`src/rtl/model_nexys_hls4ml_prj_1_dense_acc_relu_pkg.sv`:
```
// Shared definitions for the dense accumulate / ReLU output stage.
//   dense_state_e : frame-level control states (idle, accumulating, holding result)
//   cnt_width     : bits needed to count 0..n_terms inclusive
package model_nexys_hls4ml_prj_1_dense_acc_relu_pkg;

    typedef enum logic [1:0] {
        ST_IDLE   = 2'd0,
        ST_ACCUM  = 2'd1,
        ST_OUTPUT = 2'd2
    } dense_state_e;

    // Counter reaches n_terms on the final accept, so it must hold n_terms itself.
    function automatic int unsigned cnt_width(input int unsigned n_terms);
        return $clog2(n_terms + 1);
    endfunction

endpackage

```
`src/rtl/model_nexys_hls4ml_prj_1_relu_sat.sv`:
```
// Combinational rescale + ReLU + unsigned saturation.
//   acc_i : signed accumulator value
//   res_o : floor(acc_i / 2^SHIFT) clamped to [0, 2^OUT_WIDTH-1]
module model_nexys_hls4ml_prj_1_relu_sat #(
    parameter int unsigned ACC_WIDTH = 32,
    parameter int unsigned SHIFT     = 8,
    parameter int unsigned OUT_WIDTH = 16
) (
    input  logic signed [ACC_WIDTH-1:0] acc_i,
    output logic        [OUT_WIDTH-1:0] res_o
);

    logic signed [ACC_WIDTH-1:0] shifted;
    logic        [ACC_WIDTH-1:0] upper;

    // Arithmetic shift gives floor division for negative values.
    assign shifted = acc_i >>> SHIFT;
    // Any set bit above the output range means the value exceeds the max code.
    assign upper   = $unsigned(shifted) >> OUT_WIDTH;

    always_comb begin
        res_o = '0;
        if (shifted[ACC_WIDTH-1]) begin
            res_o = '0;
        end else if (|upper) begin
            res_o = '1;
        end else begin
            res_o = OUT_WIDTH'($unsigned(shifted));
        end
    end

endmodule

```
`src/rtl/model_nexys_hls4ml_prj_1_dense_acc_relu.sv`:
```
// Dense-layer neuron back end: accumulates N_TERMS signed products plus a bias,
// rescales, applies ReLU with saturation and presents the result on valid/ready.
//   clk, reset           : clock, asynchronous active-high reset
//   prod_valid/ready/data: product input handshake
//   bias                 : signed bias, taken with the first product of a frame
//   out_valid/ready/data : registered result handshake
//   busy                 : frame partially accumulated
module model_nexys_hls4ml_prj_1_dense_acc_relu
    import model_nexys_hls4ml_prj_1_dense_acc_relu_pkg::*;
#(
    parameter int unsigned N_TERMS    = 16,
    parameter int unsigned PROD_WIDTH = 22,
    parameter int unsigned ACC_WIDTH  = 32,
    parameter int unsigned SHIFT      = 8,
    parameter int unsigned OUT_WIDTH  = 16
) (
    input  logic                  clk,
    input  logic                  reset,
    input  logic                  prod_valid,
    output logic                  prod_ready,
    input  logic [PROD_WIDTH-1:0] prod_data,
    input  logic [PROD_WIDTH-1:0] bias,
    output logic                  out_valid,
    input  logic                  out_ready,
    output logic [OUT_WIDTH-1:0]  out_data,
    output logic                  busy
);

    localparam int unsigned      CNT_W    = cnt_width(N_TERMS);
    localparam int unsigned      EXT_W    = ACC_WIDTH - PROD_WIDTH;
    localparam logic [CNT_W-1:0] LAST_CNT = CNT_W'(N_TERMS - 1);

    dense_state_e                state_q, state_d;
    logic signed [ACC_WIDTH-1:0] acc_q, acc_d;
    logic        [CNT_W-1:0]     cnt_q, cnt_d;
    logic        [OUT_WIDTH-1:0] out_data_q, out_data_d;
    logic                        out_valid_q, out_valid_d;

    logic signed [ACC_WIDTH-1:0] prod_sext;
    logic signed [ACC_WIDTH-1:0] bias_sext;
    logic signed [ACC_WIDTH-1:0] acc_sum;
    logic        [OUT_WIDTH-1:0] sat_res;
    logic                        accept;

    assign prod_sext = {{EXT_W{prod_data[PROD_WIDTH-1]}}, prod_data};
    assign bias_sext = {{EXT_W{bias[PROD_WIDTH-1]}}, bias};
    assign accept    = prod_valid && prod_ready;

    // First product of a frame starts from the bias instead of the old accumulator.
    assign acc_sum = (state_q == ST_IDLE) ? (bias_sext + prod_sext) : (acc_q + prod_sext);

    // Result is derived from the sum being written, so it is ready one cycle after the last accept.
    model_nexys_hls4ml_prj_1_relu_sat #(
        .ACC_WIDTH (ACC_WIDTH),
        .SHIFT     (SHIFT),
        .OUT_WIDTH (OUT_WIDTH)
    ) u_relu_sat (
        .acc_i (acc_sum),
        .res_o (sat_res)
    );

    // State and datapath registers.
    always_ff @(posedge clk or posedge reset) begin
        if (reset) begin
            state_q     <= ST_IDLE;
            acc_q       <= '0;
            cnt_q       <= '0;
            out_data_q  <= '0;
            out_valid_q <= 1'b0;
        end else begin
            state_q     <= state_d;
            acc_q       <= acc_d;
            cnt_q       <= cnt_d;
            out_data_q  <= out_data_d;
            out_valid_q <= out_valid_d;
        end
    end

    // Next-state and datapath update.
    always_comb begin
        state_d     = state_q;
        acc_d       = acc_q;
        cnt_d       = cnt_q;
        out_data_d  = out_data_q;
        out_valid_d = out_valid_q;

        case (state_q)
            ST_IDLE: begin
                if (accept) begin
                    acc_d = acc_sum;
                    cnt_d = CNT_W'(1);
                    if (N_TERMS == 1) begin
                        state_d     = ST_OUTPUT;
                        out_data_d  = sat_res;
                        out_valid_d = 1'b1;
                    end else begin
                        state_d = ST_ACCUM;
                    end
                end
            end
            ST_ACCUM: begin
                if (accept) begin
                    acc_d = acc_sum;
                    cnt_d = cnt_q + CNT_W'(1);
                    if (cnt_q == LAST_CNT) begin
                        state_d     = ST_OUTPUT;
                        out_data_d  = sat_res;
                        out_valid_d = 1'b1;
                    end
                end
            end
            ST_OUTPUT: begin
                if (out_ready) begin
                    state_d     = ST_IDLE;
                    cnt_d       = '0;
                    out_valid_d = 1'b0;
                end
            end
            default: begin
                state_d = ST_IDLE;
            end
        endcase
    end

    assign prod_ready = (state_q != ST_OUTPUT);
    assign busy       = (state_q == ST_ACCUM);
    assign out_valid  = out_valid_q;
    assign out_data   = out_data_q;

endmodule

```
`config.mk`:
```
export PLATFORM = sky130hd
export DESIGN_NAME = model_nexys_hls4ml_prj_1_dense_acc_relu
export DESIGN_NICKNAME = d
export VERILOG_FILES = /design/src/rtl/model_nexys_hls4ml_prj_1_dense_acc_relu_pkg.sv /design/src/rtl/model_nexys_hls4ml_prj_1_relu_sat.sv /design/src/rtl/model_nexys_hls4ml_prj_1_dense_acc_relu.sv
export SDC_FILE = /design/constraint.sdc
export NUM_CORES = 1
export LEC_CHECK = 0
export BUFFER_PORTS_ARGS = -buffer_cell sky130_fd_sc_hd__buf_4
export CELL_PAD_IN_SITES_DETAIL_PLACEMENT = 1
export CELL_PAD_IN_SITES_GLOBAL_PLACEMENT = 2
export CORE_MARGIN = 5
export CORE_UTILIZATION = 32
export DETAILED_ROUTE_END_ITERATION = 10
export GPL_ROUTABILITY_DRIVEN = 0
export PLACE_DENSITY_LB_ADDON = 0.1
export SLEW_MARGIN = 20
export SYNTH_ARGS = -nofsm -noshare
export SYNTH_HDL_FRONTEND = slang
export SYNTH_HIERARCHICAL = 1
export SYNTH_SLANG_ARGS = --single-unit
export TNS_END_PERCENT = 1
```
`constraint.sdc`:
```
create_clock -name clk -period 3.5 [get_ports clk]
set_input_delay 0.175 -clock clk [delete_from_list [all_inputs] [get_ports clk]]
set_output_delay 0.175 -clock clk [all_outputs]
set_load 0.05 [all_outputs]
```
==> impl_metrics.json <==
{
  "status": "finished with violations",
  "violations": "setup timing",
  "synthCells": 673,
  "rsz0062_at_grt": "yes",
  "post-route-drc-count": 0,
  "synth_top_cell_area_share": 0.254,
  "worstMarginPinSlew_ns": 1.09,
  "syn-cell-area_um2": 5510,
  "max-clock-path-buffers": 2,
  "synth_edf_count": 0,
  "grt-ovfl-total": 0,
  "fillCellCount": 2066,
  "die_area_um2": 19900,
  "path_max_fanout": 16,
  "holdWs_ns": 0.195,
  "timing.hold.worst.class": "in -> reg",
  "drv_slew": 0,
  "slowest_delay_ns": 0.39,
  "fmax_mhz": 281,
  "initial_core_util": 0.322,
  "dr.first_iter.drc_count": 203,
  "nets": 894,
  "wl_per_cell_um": 17.8,
  "avgSynthCellArea_um2": 8.19,
  "clock_skew_ns": 0.00670,
  "ys.flop_type": "dfrtp_1",
  "die_h_um": 141,
  "cts-root-buf": "clkbuf_16",
  "critPathTopFamily": "simple AND/OR/NAND/NOR gates",
  "grt_max_degree": 42,
  "cts_tree": "built",
  "slowest_stage": "dfrtp_1",
  "setup_viol": 16,
  "arrival_ns": 3.76,
  "ys_warn_count": 6,
  "hold_violations": 0,
  "finalWorstSetupSlack_ns": -0.0604,
  "yosys-top-cells-area": "dfrtp_1, ha_1, mux2_2, nand2_1, xnor2_1",
  "p_total_w": 0.00571,
  "routed_wl_um": 18000,
  "yosys.area.top_type": "dfrtp_1",
  "grt_pass1_vias": 5763,
  "relSlewSlack": 0.274,
  "timing.final.crit_share": 1.02,
  "cts.sinks": 56,
  "ir_worst_vdd_uv": 301,
  "hpwl_um": 14200,
  "worstPathBufferInverterCount": 1,
  "port_buffers": 66,
  "grt_pass1_wl_um": 29800,
  "ys_types": 62,
  "grt_usage": 0.185,
  "path_cells": "ha_2, fa_2, a21oi_2, nor3_1, or3_4, nand4_1, nand3_2, a31oi_4, o21ai_2, xnor2_2, o21ai_2, nor4_4, buf_12, a31oi_1, mux2_2",
  "ant_nets": 0,
  "ios": 67,
  "crit_required_ns": 3.70,
  "diodes": 0,
  "cpMostUsedCell": "o21ai_2",
  "syn_to_final_growth_pct": 25.4,
  "first_pass_iters": 4,
  "synth-seq-cells": 56,
  "path_clk_slew_ns": 0.09,
  "syn_nets": 782,
  "die_x_um": 141,
  "htree_levels": 2,
  "synthArstFlopShare": 1.00,
  "regArea_um2": 1400,
  "path_class": "reg -> reg",
  "synth-seq-area-share": 0.254,
  "coreArea_um2": 17100,
  "viasPerCell": 5.21,
  "clock_latency_ns": 0.31,
  "vias": 5265,
  "min_period_ns": 3.56,
  "antenna_found_initial": 0,
  "rows": 48,
  "post-route-util": 0.404,
  "multi_input_area_um2": 3990,
  "drive_gt1_frac": 0.256,
  "drv_cap": 0,
  "p_per_area_nw_per_um2": 826,
  "cts_made_buffers": 5,
  "endpoint_kind": "register",
  "start_kind": "register",
  "p_leak_nw": 3.31
}
## worst paths after layout
path                            from            to  slack [ns]  cells past startpoint
min in group asynchronous      reset      acc_q[0]        0.41                      3
setup / recovery            acc_q[0]  out_data[14]       -0.06                     15
max in group asynchronous      reset   out_data[1]        2.16                      4
hold reg to reg             cnt_q[4]      cnt_q[4]        0.48                      2
setup reg to reg            acc_q[0]  out_data[14]       -0.06                     15
hold / removal             out_ready     out_valid        0.19                      4
## cell usage in the layout (no fill, tap or decap), types with 10 or more instances in the layout
cell / n
nand2b_1: 10
inv_1: 23
ha_1: 56
a21oi_1: 45
a21o_1: 20
nor2_1: 62
xor2_1: 12
buf_4: 128
o21ai_0: 48
xnor2_1: 31
mux2_2: 35
nor3_1: 10
nand2_1: 93
a31oi_1: 27
dfrtp_1: 56
## cell usage after synthesis, drive strengths merged (3+ instances only)
master,count
nand3b,4
mux2i,3
a21o,20
inv,24
nand4,6
o31ai,3
buf,8
nor3,11
nor2b,8
o21bai,5
dfrtp,56
nor2,62
and3,3
o211ai,4
clkbuf,17
a21oi,50
nand3,8
a21boi,3
nand2b,10
xnor2,32
ha,59
a211oi,5
xor2,12
o21ai,56
nand2,93
o21a,6
a211o,6
and2,4
a31oi,28
or3,4
mux2,35
## worst min-delay path, delay by kind of cell
kind | cells | cell delay, ns
AOI/OAI and AO/OA | 1 | 0.13
buffers and inverters | 1 | 0.08
and+or+nand+nor | 2 | 0.09
## report_power, final
group	leakage [nW]	switching, W	internal (W)
Sequential	0.716	0.000129	0.000852
Clock	0.0719	0.000290	0.000274
Combinational	2.52	0.00232	0.00184
Total	3.31	0.00274	0.00296
## timing repair
| action | in CTS | in global routing |
|---|---|---|
| pin swaps | 4 | 1 |
| gates resized for setup | 17 | 2 |
| endpoints found under the setup margin | 17 | 16 |
| hold buffers | 1 | 0 |
| endpoints found under the hold margin | 15 | 0 |
| buffers inserted | 3 | 0 |
## layer usage
| metal | vias up | part of all wire | GRT usage | wire (um) |
|---|---|---|---|---|
| li1 | 2643 | - | - | - |
| met1 | 2546 | 0.46 | 0.241 | 8290 |
| met2 | 66 | 0.49 | 0.326 | 8910 |
| met3 | 10 | 0.036 | 0.0299 | 647 |
| met4 | 0 | 0.011 | 0.0362 | 197 |
| met5 | - | 0 | 0 | 0 |
## registers in the layout (all words and copies together) (netlist names)
signal,flops
out_valid,1
acc_q,32
cnt_q,5
state_q,2
out_data,16
## cell families after synthesis
| group | after synthesis | synth area share |
|---|---|---|
| adders and majority gates | 61 | 0.141 |
| xor gates and xnor gates | 45 | 0.0740 |
| muxes | 38 | 0.0770 |
| AOI/OAI and AO/OA | 202 | 0.232 |
| buffers and inverters | 49 | 0.0359 |
| DFF | 56 | 0.254 |
| and+or+nand+nor | 222 | 0.185 |
## area by class of cell
cell class                 instances  share of cell area
inverter                          24              0.0130
timing repair buffer             130               0.143
clock inverter                     3             0.00398
sequential                        56               0.203
clock buffer                       5              0.0181
tap                              225              0.0407
multi-input combinational        568               0.578
## stage by stage
stage | setup slack, ns | std cells | area [um^2] | setup TNS (ns)
after floorplan | 0.0789 | 673 | 5510 | 0
after global placement | -0.449 | 999 | 6650 | -7.33
after detailed placement | -0.502 | 999 | 6650 | -7.99
after CTS | -0.0402 | 1011 | 6900 | -0.260
after global routing | -0.219 | 1011 | 6910 | -2.95
final | -0.0604 | 1011 | 6910 | -0.447
(Power assumes the default switching activity.)
